File: src/rtl/pong_pkg.sv
// Shared encodings for the Pong game-flow sequencer: FSM states and winner codes.
package pong_pkg;

    localparam int STATE_W = 3;

    typedef enum logic [STATE_W-1:0] {
        IDLE       = 3'd0,
        SERVE_WAIT = 3'd1,
        PLAY       = 3'd2,
        POINT      = 3'd3,
        OVER       = 3'd4
    } state_t;

    typedef enum logic [1:0] {
        NONE = 2'b00,
        P1   = 2'b01,
        P2   = 2'b10,
        DRAW = 2'b11
    } winner_t;

endpackage

File: src/rtl/game_flow_ctrl_if.sv
// Signal bundle between the game-flow sequencer and its surroundings
// (start button, ball FSM, countdown timer, displays).
interface game_flow_ctrl_if #(
    parameter int SCORE_W = 3
);
    logic                        i_start;
    logic                        i_tick_1hz;
    logic                        i_miss1;
    logic                        i_miss2;
    logic                        i_time_up;
    logic                        o_stop;
    logic                        o_serve;
    logic                        o_serve_dir;
    logic                        o_timer_run;
    logic                        o_timer_load;
    logic [SCORE_W-1:0]          o_score1;
    logic [SCORE_W-1:0]          o_score2;
    logic [1:0]                  o_winner;
    logic [pong_pkg::STATE_W-1:0] o_game_state;

    modport slave (
        input  i_start, i_tick_1hz, i_miss1, i_miss2, i_time_up,
        output o_stop, o_serve, o_serve_dir, o_timer_run, o_timer_load,
        output o_score1, o_score2, o_winner, o_game_state
    );

    modport master (
        output i_start, i_tick_1hz, i_miss1, i_miss2, i_time_up,
        input  o_stop, o_serve, o_serve_dir, o_timer_run, o_timer_load,
        input  o_score1, o_score2, o_winner, o_game_state
    );
endinterface

File: src/rtl/game_flow_ctrl_tick_counter.sv
// Serve-delay counter: counts enabled ticks and flags the tick that completes
// SERVE_TICKS, wrapping back to zero on that tick.
module tick_counter #(
    parameter int SERVE_TICKS = 2
) (
    input  logic clk,
    input  logic rst,
    input  logic i_clr,
    input  logic i_tick,
    output logic o_done
);
    localparam int            CW   = (SERVE_TICKS > 1) ? $clog2(SERVE_TICKS) : 1;
    localparam logic [CW-1:0] LAST = CW'(SERVE_TICKS - 1);

    logic [CW-1:0] r_count;

    assign o_done = i_tick && (r_count == LAST);

    always_ff @(posedge clk) begin
        if (rst || i_clr) begin
            r_count <= '0;
        end else if (i_tick) begin
            r_count <= o_done ? '0 : r_count + 1'b1;
        end
    end
endmodule

File: src/rtl/game_flow_ctrl.sv
// Pong match lifecycle FSM: serve delay, rally, scoring and match-over, with
// every output registered so the datapath and displays see clean levels.
module game_flow_ctrl
    import pong_pkg::*;
#(
    parameter int WIN_SCORE   = 7,
    parameter int SCORE_W     = 3,
    parameter int SERVE_TICKS = 2
) (
    input  logic             clk,
    input  logic             rst,
    game_flow_ctrl_if.slave  bus
);
    localparam logic [SCORE_W-1:0] WIN = SCORE_W'(WIN_SCORE);

    state_t             r_state, w_next_state;
    logic               r_start_q;
    logic               r_stop, r_serve, r_dir, r_run, r_load;
    logic               w_serve, w_dir, w_load;
    logic [SCORE_W-1:0] r_score1, r_score2, w_score1, w_score2;
    winner_t            r_winner, w_winner;
    logic               w_start_rise;
    logic               w_serve_done;
    logic               w_in_wait;

    function automatic winner_t judge(input logic [SCORE_W-1:0] a, input logic [SCORE_W-1:0] b);
        if (a > b)      return P1;
        else if (b > a) return P2;
        else            return DRAW;
    endfunction

    assign w_start_rise = bus.i_start & ~r_start_q;
    assign w_in_wait    = (r_state == SERVE_WAIT);

    tick_counter #(
        .SERVE_TICKS (SERVE_TICKS)
    ) u_tick_counter (
        .clk    (clk),
        .rst    (rst),
        .i_clr  (~w_in_wait),
        .i_tick (bus.i_tick_1hz & w_in_wait),
        .o_done (w_serve_done)
    );

    // Next-state and next-output logic; stop/timer_run follow the next state.
    always_comb begin
        w_next_state = r_state;
        w_score1     = r_score1;
        w_score2     = r_score2;
        w_winner     = r_winner;
        w_dir        = r_dir;
        w_serve      = 1'b0;
        w_load       = 1'b0;
        case (r_state)
            IDLE, OVER: begin
                if (w_start_rise) begin
                    w_next_state = SERVE_WAIT;
                    w_score1     = '0;
                    w_score2     = '0;
                    w_winner     = NONE;
                    w_dir        = 1'b0;
                    w_load       = 1'b1;
                end
            end
            SERVE_WAIT: begin
                if (w_serve_done) begin
                    w_next_state = PLAY;
                    w_serve      = 1'b1;
                end
            end
            PLAY: begin
                if (bus.i_time_up) begin
                    w_next_state = OVER;
                    w_winner     = judge(r_score1, r_score2);
                end else if (bus.i_miss1 && bus.i_miss2) begin
                    w_next_state = POINT;
                end else if (bus.i_miss1) begin
                    w_next_state = POINT;
                    w_dir        = 1'b0;
                    w_score2     = (r_score2 == WIN) ? r_score2 : r_score2 + 1'b1;
                end else if (bus.i_miss2) begin
                    w_next_state = POINT;
                    w_dir        = 1'b1;
                    w_score1     = (r_score1 == WIN) ? r_score1 : r_score1 + 1'b1;
                end
            end
            POINT: begin
                if (r_score1 == WIN || r_score2 == WIN) begin
                    w_next_state = OVER;
                    w_winner     = judge(r_score1, r_score2);
                end else begin
                    w_next_state = SERVE_WAIT;
                end
            end
            default: begin
                w_next_state = IDLE;
                w_score1     = '0;
                w_score2     = '0;
                w_winner     = NONE;
                w_dir        = 1'b0;
            end
        endcase
    end

    always_ff @(posedge clk) begin
        if (rst) begin
            r_state   <= IDLE;
            r_start_q <= 1'b1;
            r_stop    <= 1'b1;
            r_serve   <= 1'b0;
            r_dir     <= 1'b0;
            r_run     <= 1'b0;
            r_load    <= 1'b0;
            r_score1  <= '0;
            r_score2  <= '0;
            r_winner  <= NONE;
        end else begin
            r_state   <= w_next_state;
            r_start_q <= bus.i_start;
            r_stop    <= (w_next_state != PLAY);
            r_serve   <= w_serve;
            r_dir     <= w_dir;
            r_run     <= (w_next_state == PLAY);
            r_load    <= w_load;
            r_score1  <= w_score1;
            r_score2  <= w_score2;
            r_winner  <= w_winner;
        end
    end

    assign bus.o_stop       = r_stop;
    assign bus.o_serve      = r_serve;
    assign bus.o_serve_dir  = r_dir;
    assign bus.o_timer_run  = r_run;
    assign bus.o_timer_load = r_load;
    assign bus.o_score1     = r_score1;
    assign bus.o_score2     = r_score2;
    assign bus.o_winner     = r_winner;
    assign bus.o_game_state = r_state;
endmodule

File: src/flat_wrapper.sv
// flat-port wrapper written by rule: the top's interface ports become plain ports
module game_flow_ctrl_flat import pong_pkg::*;
#(
    parameter int WIN_SCORE   = 7,
    parameter int SCORE_W     = 3,
    parameter int SERVE_TICKS = 2
)
  (clk, rst, bus_i_start, bus_i_tick_1hz, bus_i_miss1, bus_i_miss2, bus_i_time_up, bus_o_stop, bus_o_serve, bus_o_serve_dir, bus_o_timer_run, bus_o_timer_load, bus_o_score1, bus_o_score2, bus_o_winner, bus_o_game_state);
  game_flow_ctrl_if #(.SCORE_W(SCORE_W)) bus_i ();
  input  logic clk;
  input  logic rst;
  input wire logic [$bits(bus_i.i_start)-1:0] bus_i_start;
  input wire logic [$bits(bus_i.i_tick_1hz)-1:0] bus_i_tick_1hz;
  input wire logic [$bits(bus_i.i_miss1)-1:0] bus_i_miss1;
  input wire logic [$bits(bus_i.i_miss2)-1:0] bus_i_miss2;
  input wire logic [$bits(bus_i.i_time_up)-1:0] bus_i_time_up;
  output wire logic [$bits(bus_i.o_stop)-1:0] bus_o_stop;
  output wire logic [$bits(bus_i.o_serve)-1:0] bus_o_serve;
  output wire logic [$bits(bus_i.o_serve_dir)-1:0] bus_o_serve_dir;
  output wire logic [$bits(bus_i.o_timer_run)-1:0] bus_o_timer_run;
  output wire logic [$bits(bus_i.o_timer_load)-1:0] bus_o_timer_load;
  output wire logic [$bits(bus_i.o_score1)-1:0] bus_o_score1;
  output wire logic [$bits(bus_i.o_score2)-1:0] bus_o_score2;
  output wire logic [$bits(bus_i.o_winner)-1:0] bus_o_winner;
  output wire logic [$bits(bus_i.o_game_state)-1:0] bus_o_game_state;
  assign bus_i.i_start = bus_i_start;
  assign bus_i.i_tick_1hz = bus_i_tick_1hz;
  assign bus_i.i_miss1 = bus_i_miss1;
  assign bus_i.i_miss2 = bus_i_miss2;
  assign bus_i.i_time_up = bus_i_time_up;
  assign bus_o_stop = bus_i.o_stop;
  assign bus_o_serve = bus_i.o_serve;
  assign bus_o_serve_dir = bus_i.o_serve_dir;
  assign bus_o_timer_run = bus_i.o_timer_run;
  assign bus_o_timer_load = bus_i.o_timer_load;
  assign bus_o_score1 = bus_i.o_score1;
  assign bus_o_score2 = bus_i.o_score2;
  assign bus_o_winner = bus_i.o_winner;
  assign bus_o_game_state = bus_i.o_game_state;
  game_flow_ctrl #(.WIN_SCORE(WIN_SCORE), .SCORE_W(SCORE_W), .SERVE_TICKS(SERVE_TICKS)) u_core (.clk(clk), .rst(rst), .bus(bus_i));
endmodule
File: config.mk
export PLATFORM = sky130hd
export DESIGN_NAME = game_flow_ctrl_flat
export DESIGN_NICKNAME = d
export VERILOG_FILES = /design/src/rtl/pong_pkg.sv /design/src/rtl/game_flow_ctrl_if.sv /design/src/rtl/game_flow_ctrl_tick_counter.sv /design/src/rtl/game_flow_ctrl.sv /design/src/flat_wrapper.sv
export SDC_FILE = /design/constraint.sdc
export NUM_CORES = 1
export LEC_CHECK = 0
export BUFFER_PORTS_ARGS = -buffer_cell sky130_fd_sc_hd__buf_2
export CELL_PAD_IN_SITES_DETAIL_PLACEMENT = 1
export CELL_PAD_IN_SITES_GLOBAL_PLACEMENT = 1
export CORE_MARGIN = 4
export CORE_UTILIZATION = 28
export CTS_CLUSTER_SIZE = 28
export DETAILED_ROUTE_END_ITERATION = 7
export HOLD_SLACK_MARGIN = 0.06
export PLACE_DENSITY_LB_ADDON = 0.1
export SYNTH_ARGS = -nofsm -noshare
export SYNTH_HDL_FRONTEND = slang
export SYNTH_SLANG_ARGS = --single-unit
export TNS_END_PERCENT = 50
File: constraint.sdc
create_clock -name clk -period 2.8 [get_ports clk]
set_clock_uncertainty 0.05 [all_clocks]
set_input_delay 0.14 -clock clk [delete_from_list [all_inputs] [get_ports clk]]
set_output_delay 0.14 -clock clk [all_outputs]
set_load 0.05 [all_outputs]
==> flow_summary.json <==
{
  "track_usage_pct": 12.2,
  "min_path_cells": 3,
  "grt_pass1_vias": 859,
  "antenna_found_initial": 0,
  "avgRoutedWirePerCell_um": 14.1,
  "total_power_mw": 0.473,
  "final_core_util_pct": 36.0,
  "place.port_buffers": 22,
  "use_met2_pct": 19.3,
  "vias": 843,
  "syn-num-nets": 117,
  "clockBufferDepth": 2,
  "max_cap_violations": 0,
  "grt.met3_usage_pct": 4.79,
  "drt_iter0_markers": 56,
  "htree_levels": 1,
  "fin_tns_setup_ps": 0,
  "grt_pass1_wl_um": 4030,
  "r2r_end": "u_core.bus.o_score2[2]",
  "placementRows": 20,
  "drc": 0,
  "finalInstanceArea_um2": 1120,
  "required_ps": 2970,
  "worst_setup_path_start_kind": "flip-flop",
  "cp-end-kind": "flip-flop",
  "outcome": "finished clean",
  "peakVddDrop_uv": 316,
  "drt-total-wl_um": 2390,
  "min_from": "bus_i_tick_1hz",
  "r2r_setup_slack_ps": 500,
  "maxSlewHeadroom_pct": 45.9,
  "reg2reg_from": "u_core.bus.o_score2[0]",
  "place_congestion": 0.707,
  "p_leak_nw": 0.484,
  "worstSkewPairLatency_ps": 300,
  "hpwl_um": 1780,
  "routed_via_density": 4.99,
  "cts_resized": 0,
  "synth-seq-cells": 18,
  "final-hold-violation-count": 0,
  "core_um2": 3100,
  "yosysWarnings": 0,
  "syn_avg_cell_area_um2": 9.00,
  "hp-class": "in -> reg",
  "grt_max_degree": 18,
  "initial_core_util_pct": 29.9,
  "final_common_cell": "buf_2",
  "power_density_nw_per_um2": 423,
  "drive_gt1_share_pct": 24.8,
  "tightest_slew_ps": 811,
  "diodes": 0,
  "cp_data_arrival_time_ps": 2470,
  "n_fill_cell": 400,
  "die-area_um2": 4300,
  "cts_tree": "done",
  "period_minus_slack_ps": 2300,
  "cp_max_fo": 6,
  "final_cell_mix": "buf_2, dfxtp_1, nand2_1, ha_1, o21ai_0",
  "setup_viol": 0,
  "drv_slew": 0,
  "regArea_um2": 360,
  "cts_buffers": 3,
  "r2r_cells": 6,
  "fmax_mhz": 436,
  "nNetsFinal": 140,
  "die_y_um": 65.5,
  "area_growth_pct": 20.6,
  "crit_type": "reg -> reg",
  "multi_input_area_um2": 528,
  "placed_area_um2": 1070,
  "path_clk_slew_ps": 110,
  "clock-sinks": 18,
  "ys_seq_area_share_pct": 38.9,
  "syn_area_um2": 927,
  "grt_setup_unrepaired": "false",
  "period_share_pct": 82.0,
  "grt_overflow_total": 0,
  "chipWidth_um": 65.5,
  "ant_nets": 0,
  "holdPathEnd": "u_core.bus.o_serve",
  "syn-instance-count": 103,
  "drt-pass1-iter-count": 4,
  "cts-root-buf": "clkbuf_4",
  "ios": 23,
  "yosysUniqueCellTypes": 36,
  "grt_busiest_layer": "met2",
  "use_met1_pct": 15.7
}
logic make-up (layout without fill, tap and decap cells):
kind of cell               after synthesis  in the layout  share of synthesized area (%)
adders and majority gates                7              7                           9.45
xor gates and xnor gates                 1              1                          0.945
muxes                                    2              2                           2.16
and+or+nand+nor                         39             39                           24.6
AOI/OAI and AO/OA                       26             26                           19.8
DFF                                     18             18                           38.9
buffers and inverters                   10             32                           4.18
cell type report:
| class | count | share of cell area, % |
|---|---|---|
| Sequential cell | 18 | 32.2 |
| Timing Repair Buffer | 23 | 10.7 |
| Inverter | 5 | 1.68 |
| Multi-Input combinational cell | 75 | 47.2 |
| Tap cell | 44 | 4.92 |
| Clock buffer | 4 | 3.24 |
how the worst max path moves through the flow:
stage                     slack [ps]  cells past startpoint              startpoint                     end
after floorplan                  570                      6  u_core.bus.o_score2[0]  u_core.bus.o_score2[1]
after global placement           520                      6  u_core.bus.o_score2[0]  u_core.bus.o_score2[2]
after detailed placement         480                      6  u_core.bus.o_score2[0]  u_core.bus.o_score2[2]
after CTS                        440                      6  u_core.bus.o_score2[0]  u_core.bus.o_score2[2]
after global routing             330                      6  u_core.bus.o_score2[0]  u_core.bus.o_score2[1]
final                            500                      6  u_core.bus.o_score2[0]  u_core.bus.o_score2[2]
timing repair:
| item | in CTS | in global routing |
|---|---|---|
| buffers inserted | 0 | 0 |
| endpoints found under the setup margin | 0 | 0 |
| hold buffers | 1 | 0 |
| hold endpoints to repair | 1 | 0 |
power breakdown:
group / total, mW / switching [mW] / internal (mW)
Combinational: 0.0433 / 0.0267 / 0.0166
Clock: 0.168 / 0.0889 / 0.0793
Sequential: 0.262 / 0.00339 / 0.258
Total: 0.473 / 0.119 / 0.354
worst max-delay path: stages (launching register included):
cell      delay (ps)
dfxtp_1          370
ha_1             220
ha_1             210
or3b_1           380
a222oi_1         720
nand4_1          170
o31ai_1           90
state kept, by name (all words and copies together), names as in the netlist:
signal                         count
u_core.bus.o_timer_load            1
u_core.bus.o_serve                 1
u_core.bus.o_timer_run             1
u_core.bus.o_score2                3
u_core.u_tick_counter.r_count      1
u_core.r_start_q                   1
u_core.bus.o_score1                3
u_core.bus.o_winner                2
u_core.bus.o_serve_dir             1
u_core.bus.o_game_state            3
u_core.bus.o_stop                  1
metal layers:
layer | routed length (um) | vias up
met5 | 0 | -
met4 | 13 | 0
met3 | 144 | 2
met2 | 1070 | 19
met1 | 1160 | 398
li1 | - | 424
Yosys cell counts:
cell       number  area (um^2)
a21oi_1         4         20.0
dfxtp_1        18          360
xnor2_1         1         8.76
a211oi_1        2         15.0
and2_1          1         6.26
a221oi_1        1         8.76
and3b_1         1         8.76
o21ai_0         6         30.0
nand4_1         3         18.8
inv_1           5         18.8
a21o_1          1         7.51
mux2i_1         2         20.0
o31ai_1         3         22.5
clkbuf_1        4         15.0
nand2_1         7         26.3
o32a_1          1         10.0
a22oi_1         1         7.51
nand2b_1        5         31.3
nand4b_1        1         8.76
or2_2           2         12.5
o21a_1          1         7.51
nor2_1          5         18.8
o22a_1          1         8.76
buf_2           1         5.00
a222oi_1        2         20.0
a32o_1          1         10.0
nor3_1          1         5.00
or3b_2          2         17.5
o2111ai_1       1         8.76
nor3b_2         1         12.5
or3b_1          2         17.5
o21bai_1        1         7.51
ha_1            7         87.6
nor2b_1         1         6.26
nor4_1          2         12.5
nand3_1         5         25.0
through the flow:
stage / hold WS (ps) / instances / worst slack (ps)
4_1_cts: 68.3 / 169 / 445
6_report: 74.7 / 169 / 504
5_1_grt: 65.9 / 169 / 332
2_1_floorplan: 197 / 103 / 567
3_5_place_dp: 299 / 164 / 477
3_3_place_gp: 294 / 164 / 524
(Power assumes the default switching activity.)
